===== config.mk =====
export PLATFORM = sky130hd
export DESIGN_NAME = refresh_scheduler
export DESIGN_NICKNAME = d
export VERILOG_FILES = /design/src/rtl/refresh_scheduler.sv
export SDC_FILE = /design/constraint.sdc
export NUM_CORES = 1
export LEC_CHECK = 0
export CAP_MARGIN = 5
export CORE_MARGIN = 3
export CORE_UTILIZATION = 45
export CTS_CLUSTER_SIZE = 16
export DETAILED_ROUTE_END_ITERATION = 16
export PLACE_DENSITY = 0.76
export SLEW_MARGIN = 10
export SYNTH_ARGS = -nofsm -noshare
export SYNTH_HDL_FRONTEND = slang
export SYNTH_SLANG_ARGS = --single-unit

===== constraint.sdc =====
create_clock -name clk -period 2.8 [get_ports clk]
set_input_delay 0.28 -clock clk [delete_from_list [all_inputs] [get_ports clk]]
set_output_delay 0.28 -clock clk [all_outputs]
set_load 0.05 [all_outputs]

===== src/rtl/refresh_scheduler.sv =====
// rtl/refresh_scheduler.sv - owed-refresh counter and PREA/REF command sequencer
// Arbitrates for the DRAM command bus, then issues PRECHARGE-ALL and AUTO-REFRESH with tRP/tRFC spacing.
module refresh_scheduler #(
  parameter int T_RP        = 3,
  parameter int T_RFC       = 21,
  parameter int MAX_PENDING = 8,
  parameter int URGENT_LVL  = 4,
  parameter int CNT_W       = 8
) (
  input  logic       clk,
  input  logic       rst_n,
  input  logic       refresh_flag,
  input  logic       ref_grant,
  output logic       ref_req,
  output logic       ref_urgent,
  output logic       ref_busy,
  output logic       cmd_valid,
  output logic [1:0] cmd_code,
  output logic [3:0] pending_cnt,
  output logic       overflow
);

  typedef enum logic [2:0] {
    S_IDLE, S_REQ, S_PRE, S_WAIT_RP, S_REF, S_WAIT_RFC
  } state_t;

  localparam logic [CNT_W-1:0] RP_LOAD  = CNT_W'(T_RP - 1);
  localparam logic [CNT_W-1:0] RFC_LOAD = CNT_W'(T_RFC - 1);
  localparam logic [3:0]       PEND_MAX = 4'(MAX_PENDING);
  localparam logic [3:0]       URG_LVL  = 4'(URGENT_LVL);

  state_t           state;
  logic [CNT_W-1:0] wait_cnt;
  logic [3:0]       pending_nxt;
  logic             ovf_set;
  logic             dec;

  assign dec = (state == S_REF);

  // A flag and the REF decrement on the same edge cancel; a flag at saturation is lost and flagged.
  always_comb begin
    pending_nxt = pending_cnt;
    ovf_set     = 1'b0;
    if (refresh_flag && !dec) begin
      if (pending_cnt == PEND_MAX) ovf_set = 1'b1;
      else                         pending_nxt = pending_cnt + 4'd1;
    end else if (dec && !refresh_flag) begin
      pending_nxt = pending_cnt - 4'd1;
    end
  end

  always_ff @(posedge clk or negedge rst_n) begin
    if (!rst_n) begin
      state       <= S_IDLE;
      wait_cnt    <= '0;
      pending_cnt <= '0;
      overflow    <= 1'b0;
    end else begin
      pending_cnt <= pending_nxt;
      if (ovf_set) overflow <= 1'b1;
      case (state)
        S_IDLE: begin
          if (pending_cnt != 4'd0 || refresh_flag) state <= S_REQ;
        end
        S_REQ: begin
          if (ref_grant) state <= S_PRE;
        end
        S_PRE: begin
          if (T_RP <= 1) begin
            state <= S_REF;
          end else begin
            state    <= S_WAIT_RP;
            wait_cnt <= RP_LOAD;
          end
        end
        S_WAIT_RP: begin
          // Exiting on the 1->0 step puts REF exactly T_RP cycles after PREA.
          if (wait_cnt <= CNT_W'(1)) begin
            state    <= S_REF;
            wait_cnt <= '0;
          end else begin
            wait_cnt <= wait_cnt - CNT_W'(1);
          end
        end
        S_REF: begin
          if (T_RFC <= 1) begin
            state <= (pending_nxt != 4'd0) ? S_REQ : S_IDLE;
          end else begin
            state    <= S_WAIT_RFC;
            wait_cnt <= RFC_LOAD;
          end
        end
        S_WAIT_RFC: begin
          if (wait_cnt <= CNT_W'(1)) begin
            state    <= (pending_nxt != 4'd0) ? S_REQ : S_IDLE;
            wait_cnt <= '0;
          end else begin
            wait_cnt <= wait_cnt - CNT_W'(1);
          end
        end
        default: state <= S_IDLE;
      endcase
    end
  end

  assign ref_req    = (state == S_REQ);
  assign ref_busy   = (state == S_PRE) || (state == S_WAIT_RP) ||
                      (state == S_REF) || (state == S_WAIT_RFC);
  assign cmd_valid  = (state == S_PRE) || (state == S_REF);
  assign cmd_code   = (state == S_PRE) ? 2'b01 : (state == S_REF) ? 2'b10 : 2'b00;
  assign ref_urgent = (pending_cnt >= URG_LVL);

endmodule


### Yosys cells after proc, flatten, opt, wreduce, memory -nomap -nowiden

Index checks and enable logic that the tools add are counted.
Widths: inputs -> output; s select.

| cells by class | value |
|---|---|
| mux-type cells | 15 |
| equal/unequal tests | 10 |
| reductions and logical operators | 15 |
| shift-type cells | 0 |
| bitwise operators | 0 |
| multipliers | 0 |
| $lt $le $gt $ge | 2 |
| add/subtract/negate cells | 3 |
| div/mod/pow operators | 0 |

Operator list:

| kind | number |
|---|---|
| $pmux 8 s3 | 1 |
| $pmux 3 s6 | 1 |
| $mux 3 | 4 |
| $mux 4 | 3 |
| $le 8x1->1 const B | 1 |
| $mux 8 | 1 |
| $ne 2x2->1 const B | 4 |
| $reduce_bool 4->1 | 2 |
| $sub 8x1->8 const B | 1 |
| $eq 3x2->1 const B | 2 |
| $eq 3x3->1 const B | 2 |
| $logic_or 1x1->1 | 5 |
| $add 4x1->4 const B | 1 |
| $eq 4x4->1 const B | 1 |
| $ge 4x3->1 const B | 1 |
| $mux 2 | 2 |
| $reduce_and 4->1 | 1 |
| $sub 4x1->4 const B | 1 |
| $eq 3x1->1 const B | 1 |
| $logic_not 3->1 | 1 |
| $mux 1 | 3 |
| $reduce_bool 3->1 | 1 |
| $logic_and 1x1->1 | 2 |
| $logic_not 1->1 | 2 |
| $reduce_or 2->1 | 1 |

| storage, ports and cells | value |
|---|---|
| bits in read-only memories | 0 |
| bits in writable memories | 0 |
| memories | 0 |
| register bits | 16 |
| bits in latches | 0 |
| word-level logic and storage cells | 49 |
| input bits | 4 |

### Depth between registers and ports, before layout

Gate-level depths: netlist of the first run.

| logic depth | value |
|---|---|
| depth in word-level cells | 8 |
| depth in mapped cells | 8 |

### Worst setup path after synthesis of the first run

OpenSTA, ideal clock, no wires.

| timing | value |
|---|---|
| kind | register to output |
| from | register state[1] |
| to | output port ref_req |
| arrival | 1.726 ns |
| data required time | 2.520 ns |
| cell stages (with the launch flop) | 4 |
| path buffers | 2 |
| slack | 0.794 ns |
| cells stage by stage | dfrtp_1 > buf_4 > clkbuf_1 > nor3_1 |

| between the ends | value |
|---|---|
| word-level cells in the longest chain between the ends | 1 |

RTL lines:

| item | RTL line | source |
|---|---|---|
| start, declared | 32 | `state_t state;` |
| start signal, assigned | 87 | `state <= (pending_nxt != 4'd0) ? S_REQ : S_IDLE;` |
| start signal, assigned | 95 | `state <= (pending_nxt != 4'd0) ? S_REQ : S_IDLE;` |
| $eq 3x1->1 | 106 | `assign ref_req = (state == S_REQ);` |
| end, declared | 14 | `output logic ref_req,` |

Every way passes these cells.

### Final worst setup path of the first run

| timing | value |
|---|---|
| from | register state[1] |
| to | output port cmd_code[1] |

| between the ends | value |
|---|---|
| word-level cells in the longest chain between the ends | 3 |
| elaborated cells on any way between the ends | 4 |
| those cells by class | eq/ne: 2; mux: 2 |

RTL lines:

| item | RTL line | source |
|---|---|---|
| $eq 3x3->1 | 110 | `assign cmd_code = (state == S_PRE) ? 2'b01 : (state == S_REF) ? 2'b10 : 2'b00;` |
| $mux 2 | 110 |  |
| $mux 2 (*) | 110 |  |
| end, declared | 18 | `output logic [1:0] cmd_code,` |

Every way passes the cells marked *; elsewhere a longest branch is shown, timed or not.

==> run summary, run 1 <==
DP HPWL - 1570 um
ant diodes - 0
vias per cell - 5.76
PortBufs - 14
worst skew pair latency - 0.30 ns
gpl congestion - 0.813
crit path time final - 2.53 ns
First-pass DRT Iterations - 4
Post-DRT Antenna Nets - 0
initial DRC count - 16
setup bufs post-CTS - 0
status - finished, final reports clean
global route overflow - 0
drc violations - 0
Tightest Pin Transition - 0.705 ns
cell with the most instances after synthesis - dfrtp_1
Cell variety after synth - 44
largest net degree at the start of global routing - 17
Commonest cells post-synth - 16 x dfrtp_1, 14 x nand2_1, 10 x inv_1, 10 x o21ai_0, 9 x nor3_1
YS warnings - 0
kind of critical path - register to output pin
Worst Setup Start Kind - register
Setup TNS Final - 0 ns
number of core rows - 17
Routed WL - 2150 um
Seq/Total Area, Yosys - 36.6%
Worst Clk Skew - 0.00858 ns
worst-path fanout max - 16
CTS Sinks - 16
Resize count post-CTS - 0
Synth top area share - 36.6%
Post-Syn Area per Cell - 8.75 sq um
I/O pins - 15
initial antenna violation count - 0
CORE AREA - 0.00225 sq mm
ranking of synthesized cells by area - dfrtp_1 37%, nand2_1 4.8%, ha_1 4.6%
CTS H-Tree Depth - 1
Net Count, Synth - 133
Non-Filler Instances - 164
DR WL/cell - 13.1 um
placed instance count - 160
Cell Area, Placed - 0.00121 sq mm
ratio of cells with drive above 1 in the final layout - 10.3%
Post-synth ARST share - 100%
Synth Flop Type - dfrtp_1
number of synthesized flops with an enable pin - 0
Final Cycle Share - 90.3%
CTS tree - done
number of setup violations in the final report - 0
Mapped Cells - 125
Final Hold Vio Count - 0
total CTS buffers - 3
Layout area overhead - 14.1%
RSZ-0062 raised after global routing - no
hold buffers post-CTS - 0
Slew headroom - 52.9%
Die H - 55.3 um
final instance area - 0.00125 sq mm
Synth Cell Area - 0.00109 sq mm
CTS Root Cell - clkbuf_4
Final Max Slew Viols - 0
number of fill cells - 213
CTS clock-pin slew for the worst setup and hold paths - 0.10 ns
Layout Nets - 145
Arr. time, crit path - 2.25 ns
die area - 0.00306 sq mm
fmax - 395 MHz
Vias - 944
multi-input combinational cell area - 582 sq um
leading area contributor after synthesis - dfrtp_1
CP required - 2.52 ns
register area - 400 sq um
vias in the first global route - 888
Max Root-Sink Buffers - 2
critical path capture point type - output pin
Starting Density - 48.5%
Util after Layout - 55.3%
reported max-cap violation count - 0
gr usage total - 14.5%
hold crit path type - input pin to asynchronous set/reset pin
first-pass GRT wire length - 3640 um
die width - 55.3 um
register bit total from synthesis - 16
## final cells by class
cell class	instances	share of cell area [%]
Sequential cell	16	32.1
Tap cell	28	2.81
Timing Repair Buffer	14	11.2
Clock buffer	4	2.91
Inverter	11	4.31
Multi-Input combinational cell	91	46.6
## routing by layer
layer	GRT usage (%)	vias to the layer above	share of wire, %	wire length (um)
met3	3.04	5	5.4	115
li1	-	468	-	-
met1	18.7	441	48	1020
met2	22.5	30	45	967
met4	7.99	0	2.0	42
met5	0	-	0	0
## state kept, by name, indices dropped and copies added, names as in the netlist
register	cells
state	3
overflow	1
pending_cnt	4
wait_cnt	8
## final timing paths
kind                       startpoint        endpoint  slack [ns]  cells after the start
setup / recovery             state[1]     cmd_code[1]        0.27                      3
hold / removal                  rst_n     wait_cnt[0]        0.40                      1
min in group clk             overflow        overflow        0.46                      1
setup reg to reg             state[1]        state[0]        0.86                      6
max in group asynchronous       rst_n  pending_cnt[2]        1.95                      1
hold reg to reg              overflow        overflow        0.46                      1
## cells in the final DEF, fill, tap and decap left out, drive strengths merged, types with 2 or more instances in the layout
cell type	n
a32oi	2
o21ai	10
xnor2	2
clkbuf	4
a21oi	5
nand2	14
inv	10
or3b	2
nor3	9
or2	2
or4	2
nand3	2
nor2	8
o41ai	2
clkdlybuf4s50	14
a31oi	2
and3	3
dfrtp	16
ha	4
nand2b	2
nand4	2
## cell families after synthesis
group | synth area share (%)
and+or+nand+nor | 26.2
AOI/OAI and AO/OA | 19.1
buffers and inverters | 10.2
DFF | 36.6
adders and majority gates | 4.58
xor gates and xnor gates | 2.40
muxes | 0.915
## worst max-delay path, stage by stage, from the launching register on
cell             delay (ns)
dfrtp_1                0.55
or3b_4                 0.53
clkinv_8               0.08
clkdlybuf4s50_1        0.79
## metrics by stage
step | setup WS, ns | hold slack, ns
after global routing | 0.158 | 0.444
after detailed placement | 0.593 | 0.450
after floorplan | 0.794 | -0.0156
after global placement | 0.626 | 0.452
after CTS | 0.273 | 0.419
final | 0.271 | 0.398
Power of run 1 is left out: the tool's default activity adds up to more than one toggle a clock period on the data nets, which glitch-free logic cannot reach.
==> run 2, diff against run 1 <==
--- a/config.mk
+++ b/config.mk
@@ -10,7 +10,9 @@
 export CORE_UTILIZATION = 45
 export CTS_CLUSTER_SIZE = 16
 export DETAILED_ROUTE_END_ITERATION = 16
-export PLACE_DENSITY = 0.76
+export DONT_BUFFER_PORTS = 1
+export GPL_TIMING_DRIVEN = 0
+export PLACE_DENSITY = 0.68
 export SLEW_MARGIN = 10
 export SYNTH_ARGS = -nofsm -noshare
 export SYNTH_HDL_FRONTEND = slang
==> run 2 against run 1 <==
Via count grew 1.7%. Cell count is 3.7% lower. Sequential cell count unchanged. Critical endpoint is now state[0].
==> run summary, run 2 (same netlist as run 1, synthesis figures left out) <==
status - finished, final reports clean
worst skew pair latency - 0.29 ns (about the same)
hold crit path type - input pin to register
die width - 55.3 um (unchanged)
gr usage total - 15.2% (+0.73 points)
number of setup violations in the final report - 0 (unchanged)
max reg flops - 8 (unchanged)
biggest regs - wait_cnt x8, pending_cnt x4, state x3
vias in the first global route - 853 (-3.9%)
worst-path fanout max - 7 (-9)
initial DRC count - 49 (+33)
min-delay src - ref_grant
die area - 0.00306 sq mm (unchanged)
global route overflow - 0 (unchanged)
I/O pins - 15 (unchanged)
worst setup path end - state[0]
Arr. time, crit path - 2.31 ns (+0.06 ns)
kind of critical path - register to register
ant diodes - 0 (unchanged)
drc violations - 0 (unchanged)
RR Startpoint - pending_cnt[1]
Final Hold Vio Count - 0 (unchanged)
Most flops, register - wait_cnt
number of core rows - 17 (unchanged)
crit path time final - 2.09 ns (-0.435 ns)
Final Cycle Share - 74.8% (-16 points)
Final Max Slew Viols - 0 (unchanged)
CTS H-Tree Depth - 1 (unchanged)
CTS Root Cell - clkbuf_4
Layout area overhead - 7.89%
CTS tree - done
Vias - 960 (+1.7%)
PortBufs - 0 (-14)
RSZ-0062 raised after global routing - no
fmax - 478 MHz (+21%)
Worst Clk Skew - 0.00457 ns (-0.00401 ns)
First-pass DRT Iterations - 4 (unchanged)
Layout Nets - 139 (-4.1%)
reported max-cap violation count - 0 (unchanged)
DR WL/cell - 14.3 um (+9.0%)
most common cell after layout, fill and taps aside - dfrtp_1
Post-DRT Antenna Nets - 0 (unchanged)
gpl congestion - 0.813 (unchanged)
reg2reg end - state[0]
ratio of cells with drive above 1 in the final layout - 16.2% (+5.9 points)
Starting Density - 48.5% (unchanged)
Routed WL - 2260 um (+5.0%)
initial antenna violation count - 0 (unchanged)
CP required - 3.02 ns (+0.50 ns)
CORE AREA - 0.00225 sq mm (unchanged)
CTS Sinks - 16 (unchanged)
vias per cell - 6.08 (+5.6%)
critical path capture point type - register
DP HPWL - 1660 um (+5.6%)
largest net degree at the start of global routing - 17 (unchanged)
Tightest Pin Transition - 0.904 ns (+0.199 ns)
Die H - 55.3 um (unchanged)
most frequent cells in the layout - 16 x dfrtp_1, 14 x nand2_1, 10 x inv_1, 10 x o21ai_0
Max Root-Sink Buffers - 2 (unchanged)
total CTS buffers - 3 (unchanged)
Slew headroom - 39.5% (-13 points)
Setup TNS Final - 0 ns (unchanged)
first-pass GRT wire length - 3800 um (+4.5%)
setup bufs post-CTS - 0 (unchanged)
CTS clock-pin slew for the worst setup and hold paths - 0.10 ns (about the same)
r2r setup slk - 0.71 ns (-0.15 ns)
Worst Reg-to-Reg Cells - 6 (unchanged)
CP startpoint - pending_cnt[1]
number of fill cells - 237 (+11%)
Worst Setup Start Kind - register
## run 2: per-stage QoR
step / hold WS (ns) / utilization (%) / cell area, sq um / setup WS, ns / cells
after floorplan: -0.0156 / - / 1090 / 0.794 / 125
after global placement: -0.0151 / 50.1 / 1130 / 0.731 / 153
after detailed placement: -0.0151 / 50.3 / 1130 / 0.727 / 153
after CTS: 0.150 / 52.3 / 1180 / 0.694 / 158
after global routing: 0.166 / 52.3 / 1180 / 0.587 / 158
final: 0.157 / 52.3 / 1180 / 0.706 / 158
## run 2: layer usage
layer | GRT usage, % | up-vias | wire length [um] | part of all wire, %
met2 | 25.2 | 33 | 1120 | 50
met5 | 0 | - | 0 | 0
met1 | 18.6 | 461 | 964 | 43
met4 | 3.13 | 0 | 17 | 0.75
met3 | 6.07 | 2 | 157 | 7.0
li1 | - | 464 | - | -
## run 2: layout make-up
type                            count  area [sq um]  area share, %
Clock buffer                        4          36.3           3.08
Multi-Input combinational cell     91           587           49.7
Sequential cell                    16           400           33.9
Inverter                           11          53.8           4.56
Buffer                              7          57.6           4.88
Timing Repair Buffer                1          10.0          0.848
Tap cell                           28          35.0           2.97
## run 2: worst min-delay path by stage
stage	cells past startpoint	endpoint
floorplan	0	overflow
global placement	0	wait_cnt[1]
detailed placement	0	wait_cnt[1]
CTS	2	state[1]
global route	2	state[1]
finish	2	state[1]
## run 2: worst max-delay path: stages, from the launching register on
cell     delay, ns
dfrtp_1       0.75
inv_1         0.13
ha_1          0.25
and4b_1       0.24
a41o_2        0.23
a211o_1       0.24
a32oi_1       0.17
## run 2: what timing repair did
action                                  CTS  global route
hold buffers                              1             0
resized for setup                         0             0
endpoints found under the hold margin    16             0
endpoints found under the setup margin    0             0
Power of run 2 is left out for the same reason.
==> run 3, diff against run 2 <==
==> constraint.sdc (replaced) <==
create_clock -name clk -period 1.95 [get_ports clk]
set_input_delay 0.195 -clock clk [delete_from_list [all_inputs] [get_ports clk]]
set_output_delay 0.195 -clock clk [all_outputs]
set_load 0.05 [all_outputs]
==> run 3 against run 2 <==
Clock skew hardly changed. Fmax is 9.2% higher. Worst setup slack worse by 0.67 ns. Routed wire length is 6.1% higher. First-iteration DRC count is 24% higher. Non-clock buffer count is 3 higher. Critical path depth is 1 lower. Sequential share of layout area is 1.0 points lower. Final area is 5.0% higher. Sequential cell count stayed put. Via count is 1.0% higher. Global-route usage is 0.49 points higher. Critical path type unchanged. Critical endpoint unchanged. Largest cell class unchanged. Highest routed layer unchanged.
==> run summary, run 3 (same netlist as run 1, synthesis figures left out) <==
status - finished, final reports clean
ratio of cells with drive above 1 in the final layout - 25.6% (+9.4 points)
vias in the first global route - 879 (+3.0%)
Tightest Pin Transition - 0.828 ns (-0.0763 ns)
Slew headroom - 44.5% (+5.0 points)
largest net degree at the start of global routing - 17 (unchanged)
CTS Root Cell - clkbuf_4
Vias - 970 (+1.0%)
reported max-cap violation count - 0 (unchanged)
number of setup violations in the final report - 0 (unchanged)
CP startpoint - pending_cnt[2]
DP HPWL - 1660 um (unchanged)
Final Hold Vio Count - 0 (unchanged)
initial antenna violation count - 0 (unchanged)
most common cell after layout, fill and taps aside - nand2_1
min-delay src - ref_grant
Layout area overhead - 13.3%
RSZ-0062 raised after global routing - yes
CTS Sinks - 16 (unchanged)
CTS clock-pin slew for the worst setup and hold paths - 0.10 ns (about the same)
Hold Crit Depth - 2 (unchanged)
drc violations - 0 (unchanged)
CTS tree - done
I/O pins - 15 (unchanged)
CTS H-Tree Depth - 1 (unchanged)
Routed WL - 2400 um (+6.1%)
Worst Clk Skew - 0.00459 ns (+0.0000134 ns)
number of core rows - 17 (unchanged)
global routing's busiest layer - met2
Arr. time, crit path - 2.09 ns (-0.22 ns)
Layout Nets - 142 (+2.2%)
Worst Setup Start Kind - register
die width - 55.3 um (unchanged)
Starting Density - 48.5% (unchanged)
Most flops, register - wait_cnt
vias per cell - 6.02 (-0.84%)
critical path capture point type - register
first-pass GRT wire length - 3930 um (+3.5%)
DR WL/cell - 14.9 um (+4.1%)
Die H - 55.3 um (unchanged)
Worst Hold Slack - 0.0742 ns (-0.0827 ns)
total CTS buffers - 3 (unchanged)
ant diodes - 0 (unchanged)
CORE AREA - 0.00225 sq mm (unchanged)
First-pass DRT Iterations - 4 (unchanged)
Post-DRT Antenna Nets - 0 (unchanged)
hold crit path type - input pin to register
biggest regs - wait_cnt x8, pending_cnt x4, state x3
kind of critical path - register to register
crit path time final - 1.92 ns (-0.176 ns)
fmax - 521 MHz (+9.2%)
RR Startpoint - pending_cnt[2]
met3 Usage GRT - 5.61% (-0.47 points)
initial DRC count - 61 (+24%)
gpl congestion - 0.813 (unchanged)
max reg flops - 8 (unchanged)
Final Cycle Share - 98.4% (+24 points)
worst skew pair latency - 0.29 ns (about the same)
worst-path fanout max - 8 (+1)
CP required - 2.12 ns (-0.90 ns)
M2 GR Usage - 26.9% (+1.7 points)
most frequent cells in the layout - 14 x nand2_1, 12 x dfrtp_1, 10 x inv_1
M1 GR Usage - 18.9% (+0.29 points)
Final Max Slew Viols - 0 (unchanged)
die area - 0.00306 sq mm (unchanged)
global route overflow - 0 (unchanged)
gr usage total - 15.7% (+0.49 points)
Worst Reg-to-Reg Cells - 5 (-1)
Max Root-Sink Buffers - 2 (unchanged)
PortBufs - 0 (unchanged)
run 3: cell count changes in the layout (fill, tap and decap cells not counted), moves of 2 or more:
cell	before	now
o21ai_1	0	2
o21ai_0	10	8
buf_4	2	7
dfrtp_2	0	3
nor3_1	8	6
dfrtp_1	16	12
nor3_2	1	3
run 3: final timing paths:
kind / endpoint / slack (ns)
worst max-delay path: state[0] / 0.03
worst min-delay path: state[1] / 0.07
worst max register to register: state[0] / 0.03
worst min register to register: wait_cnt[7] / 0.53
max in group asynchronous: pending_cnt[2] / 1.02
min in group asynchronous: state[0] / 0.39
run 3: critical path, cell delays in order, from the launching register on:
cell and delay, ns:
dfrtp_4 0.60, or4_1 0.53, mux2i_1 0.19, xor2_1 0.13
nor4b_2 0.24, a32oi_1 0.12
run 3: metrics by stage:
stage                     cells  area [sq um]  setup TNS [ns]  util, %  setup slack [ns]
after global routing        161          1240         -0.0764     54.9           -0.0626
after floorplan             125          1090               0        -            0.0293
after global placement      153          1130          -0.113     50.1           -0.0799
after detailed placement    153          1130          -0.123     50.3            -0.123
final                       161          1240               0     54.9            0.0317
after CTS                   160          1200         -0.0105     53.1          -0.00616
run 3: per-layer routing:
metal,part of all wire [%],wire length (um)
met1,42,994
met2,51,1220
met3,6.6,159
met4,0.71,17
met5,0,0
run 3: cell type report:
type / instances / area (sq um)
fillers: 228 / 1020
multi-input cells: 91 / 617
flip-flops and latches: 16 / 408
inverters: 11 / 53.8
repair buffers: 6 / 47.5
plain buffers: 5 / 41.3
clock buffers: 4 / 36.3
well taps: 28 / 35.0
run 3: what timing repair did:
| action | CTS | global route |
|---|---|---|
| pin swaps | 3 | 3 |
| endpoints found under the setup margin | 5 | 7 |
| resized for setup | 4 | 12 |
| gates cloned | 0 | 0 |
| setup buffers | 4 | 1 |
| hold buffers | 1 | 0 |
| hold endpoints to repair | 16 | 0 |
Power of run 3 is left out for the same reason.
==> RTL edit 1 (flow settings as in run 3) <==
Change the parameter `CNT_W` from 8 to 9.
--- a/src/rtl/refresh_scheduler.sv
+++ b/src/rtl/refresh_scheduler.sv
@@ -5,7 +5,7 @@
   parameter int T_RFC       = 21,
   parameter int MAX_PENDING = 8,
   parameter int URGENT_LVL  = 4,
-  parameter int CNT_W       = 8
+  parameter int CNT_W       = 9
 ) (
   input  logic       clk,
   input  logic       rst_n,
Formal check against the unedited RTL: same outputs for any inputs over 10 cycles, from zero or initial values and one cycle with rst_n low; that may be too few to reach the edited logic, so the function may still have changed.
==> RTL edit 1 against run 3 <==
  * The flow now finishes with violations (negative setup slack)
  * Utilization is 0.43 points lower
  * Global-route usage increased by 2.4 points
  * Final area down 1.7%
  * Sequential share of layout area is 2.4 points higher
  * Count of clock-buffer cells in the layout is the same
  * Worst setup slack got worse by 0.24 ns
  * Sequential cell count increased by 1
  * Synthesized area is 2.3% lower
  * Routed wire length is 4.8% lower
  * Largest cell class unchanged
Power is not shown: default switching activity piles up to over one toggle a cycle in this logic, so the estimate is an artifact.
==> RTL edit 1: results (changes against run 3) <==
* Final setup TNS at -0.2096 ns (-0.2096 ns)
* Met1 wire length at 1.065 mm (+7.1%)
* Largest net degree at the start of global routing at 18 (+1)
* Post-Syn Nets at 130 (-2.3%)
* Synth area leaders: dfrtp_1 (40%), ha_1 (4.7%), o21ai_0 (4.7%), nand2_1 (3.9%), mux2i_1 (2.8%)
* Avg WL per Cell at 14.34 microns (-3.6%)
* # setup viols final at 1 (+1)
* Worst-Skew Late Latency at 0.30 ns
* Hold path cells at 3 (+1)
* First-pass GRT wire length at 3.919 mm (-0.36%)
* Iter 0 DRT Violations at 13 (-79%)
* Reg2Reg Depth at 6 (+1)
* Most frequent cells after synthesis: dfrtp_1 (17), nand2_1 (11), o21ai_0 (10), inv_1 (8), nor2_1 (8)
* Final GP Congestion at 0.8143 (+0.11%)
* Status: finished with violations
* Vias in the first global route at 861 (-2.0%)
* Post-synth ARST share at 100.0% (unchanged)
* CP max stage delay at 0.56 ns (-0.04 ns)
* CTS Buf Count at 3 (unchanged)
* Dpl cells at 150 (-2.0%)
* Mux share of post-synthesis cell area at 2.810% (+1.9 points)
* Worst Path Arrival at 2.33 ns (+0.24 ns)
* Nets at 140 (-1.4%)
* Post-DP HPWL at 1.651 mm (-0.45%)
* Largest regs: wait_cnt: 9 flops, pending_cnt: 4 flops, state: 3 flops
* Layout fillers at 212 (-7.0%)
* Layout cells sized above 1 at 20.61% (-5.0 points)
* Failing checks: negative setup slack
* Total GRT Usage at 18.07% (+2.4 points)
* Seq/Total Area, Yosys at 39.81% (+3.2 points)
* Syn Inst Count at 122 (-2.4%)
* Synth Area in XOR/XNOR at 4.098% (+1.7 points)
* Routed wl met3 at 90 microns (-43%)
* Cell Count, Final, Fillers Out at 159 (-1.2%)
* Measured slew at the worst slew-check pin at 0.7764 ns (-0.05126 ns)
* Setup Skew at 0.008870 ns (+0.004282 ns)
* Synth unique cells at 40 (-9.1%)
* DR WL met2 at 1.100 mm (-10%)
* Placed cell areas at 0.001111 sq mm (-2.0%)
* Adder-Cell Fraction of Synth Area at 4.684% (+0.11 points)
* Complex-gate fraction of the synthesized area at 16.51% (-2.6 points)
* Vias per cell at 5.642 (-6.4%)
* Slowest CP cell: dfrtp_2
* Min setup slack post-route at -0.2096 ns (-0.2413 ns)
## RTL edit 1: final cells by class
type                       count  area (sq um)  area share (%)
buffer                         7         42.54           3.494
clock buffer                   4         26.28           2.158
inverter                       9         38.79           3.186
multi-input combinational     89         604.3           49.64
sequential                    17         430.4           35.35
tap                           28         35.03           2.878
timing repair buffer           5         40.04           3.289
## RTL edit 1: cells by family (layout without fill, tap and decap cells)
logic type	after synthesis	count (layout)
mux	3	3
buf+inv	16	25
simple gates	49	49
flops	17	17
fa+ha+maj	4	4
compound gates	28	28
xor+xnor	5	5
## RTL edit 1: path summary, 6_finish.rpt
kind	start	to	slack (ns)
setup / recovery	pending_cnt[2]$_DFF_PN0_	state[0]$_DFFE_PN0P_	-0.21
hold / removal	ref_grant	state[1]$_DFFE_PN0P_	0.25
setup reg to reg	pending_cnt[2]$_DFF_PN0_	state[0]$_DFFE_PN0P_	-0.21
hold reg to reg	wait_cnt[8]$_DFFE_PN0P_	wait_cnt[8]$_DFFE_PN0P_	0.49
max in group asynchronous	rst_n	pending_cnt[0]$_DFF_PN0_	1.00
min in group asynchronous	rst_n	wait_cnt[7]$_DFFE_PN0P_	0.41
## RTL edit 1: worst reg2reg max path, stage by stage, from the launching register on
cell and delay, ns:
dfrtp_2 0.56, or4_1 0.56, mux2i_1 0.18, xor2_1 0.10, or3_1 0.33, o31ai_1 0.21, a31oi_1 0.11
## RTL edit 1: per-layer routing
metal,up-vias,global-route usage (%)
met4,0,5.809
met1,427,23.73
met3,5,4.360
met2,13,28.94
met5,-,0
li1,452,-
## RTL edit 1: timing repair
| action | in CTS | in global routing |
|---|---|---|
| hold buffers | 1 | 0 |
| pin swaps | 0 | 2 |
| setup endpoints to repair | 13 | 7 |
| cloned | 0 | 0 |
| gates resized for setup | 9 | 6 |
| hold endpoints to repair | 17 | 0 |
| buffers inserted | 1 | 3 |
## RTL edit 1: stage by stage
step | hold slack (ns) | worst slack (ns)
detailed placement | -0.09997 | -0.2999
finish | 0.2457 | -0.2096
global placement | -0.09997 | -0.2724
global route | 0.2564 | -0.3102
floorplan | -0.1006 | -0.06179
CTS | 0.2482 | -0.2304
==> RTL edit 2 (flow settings as in run 3) <==
Without the edit above. Re-encode `state_t` (6 states) as Gray code, 3 bits wide.
--- a/src/rtl/refresh_scheduler.sv
+++ b/src/rtl/refresh_scheduler.sv
@@ -21,7 +21,7 @@
 );
 
   typedef enum logic [2:0] {
-    S_IDLE, S_REQ, S_PRE, S_WAIT_RP, S_REF, S_WAIT_RFC
+    S_IDLE = 3'b000, S_REQ = 3'b001, S_PRE = 3'b011, S_WAIT_RP = 3'b010, S_REF = 3'b110, S_WAIT_RFC = 3'b111
   } state_t;
 
   localparam logic [CNT_W-1:0] RP_LOAD  = CNT_W'(T_RP - 1);
Function: same outputs for any inputs over 10 cycles, from zero or initial values and one cycle with rst_n low; not proved beyond that.
==> RTL edit 2 against run 3 <==
  * Synthesized area shrank 0.92%
  * Largest cell class unchanged
  * Worst setup slack better by 0.052 ns
  * Routed wire length fell by 3.3%
  * Sequential share of layout area increased by 1.4 points
  * Final area shrank 5.1%
  * First-iteration DRC count fell by 84%
  * Sequential cell count unchanged
  * Critical endpoint is now cmd_valid
Power is left out: the tool's default activity adds up to more than one toggle a clock period on the data nets, which glitch-free logic cannot reach.
==> RTL edit 2: results (changes against run 3) <==
* First-pass GRT wire length at 3.746 mm (-4.8%)
* Adder-Cell Fraction of Synth Area at 4.619% (+0.042 points)
* Inverters at 14 (+3)
* Met1 GRT Util at 25.75% (+6.8 points)
* Reg2Reg Depth at 6 (+1)
* Seq/total area at 34.36% (+1.4 points)
* Critical Path End: cmd_valid
* Layout cells sized above 1 at 16.28% (-9.3 points)
* Clock-cell share of area at 3.085% (+0.16 points)
* M3 GR Usage at 2.681% (-2.9 points)
* Status: complete, no violations
* Nets at 138 (-2.8%)
* Synth area leaders: dfrtp_1 (37%), a31oi_1 (4.6%), ha_1 (4.6%), inv_1 (4.5%), xnor2_1 (3.2%)
* Met1 wire length at 1.190 mm (+20%)
* Mux share of post-synthesis cell area at 1.848% (+0.93 points)
* Non-clk buf share at 5.532% (-1.6 points)
* FF-to-FF End: wait_cnt[6]$_DFFE_PN0P_
* Synth Area in XOR/XNOR at 4.042% (+1.6 points)
* Worst Path Arrival at 1.67 ns (-0.42 ns)
* DR WL met2 at 991 microns (-19%)
* CP startpoint: state[0]$_DFFE_PN0P_
* Count of plain and timing-repair buffers at 10 (-1)
* Iter 0 DRT Violations at 10 (-84%)
* Total GRT Usage at 17.55% (+1.9 points)
* FF+latch count at 16 (unchanged)
* Slowest CP cell: dfrtp_1
* Measured slew at the worst slew-check pin at 0.7461 ns (-0.08155 ns)
* Vias in the first global route at 791 (-10%)
* Avg WL per Cell at 14.75 microns (-0.83%)
* Multi-input gate count at 85 (-6.6%)
* Post-CTS setup buffers at 0 (-4)
* Seq/Total Area, Yosys at 36.95% (+0.34 points)
* Largest regs: wait_cnt: 8 flops, pending_cnt: 4 flops, state: 2 flops
* Critical R2R Launch: wait_cnt[0]$_DFFE_PN0P_
* CP max stage delay at 0.37 ns (-0.23 ns)
* Vias per cell at 5.809 (-3.6%)
* Largest fanout on the critical path at 8 (unchanged)
* Complex-gate fraction of the synthesized area at 21.82% (+2.7 points)
* Met2 Track Usage GR at 24.80% (-2.1 points)
* Final GP Congestion at 0.8146 (+0.15%)
* Flop-to-flop setup slack at 0.11 ns (+0.08 ns)
[RTL edit 2: changes by cell type in the layout (fill, tap and decap cells not counted), moves of 4 or more]
cell     before  now
a31oi_1       2    8
nor3_1        6    2
nand2_1      14    7
buf_4         7    0
[RTL edit 2: worst reg2reg max path, delay by kind of cell (launching register included)]
family                     cells  cell delay [ns]
DFF                            1             0.43
AOI/OAI and AO/OA              2             0.27
buffers and inverters          1             0.11
and+or+nand+nor                2             0.71
adders and majority gates      1             0.22
[RTL edit 2: stage by stage]
step                      util, %  area, sq um  std cells  hold slack (ns)  setup WS (ns)
after floorplan                 -         1084        125          -0.1006         0.1200
after global placement      49.61         1119        153          -0.1001        0.02605
after detailed placement    49.61         1119        153          -0.1000        0.03391
after CTS                   51.83         1169        157          0.07736        0.02334
after global routing        52.16         1176        157           0.1060       0.005991
final                       52.16         1176        157          0.08623        0.08394
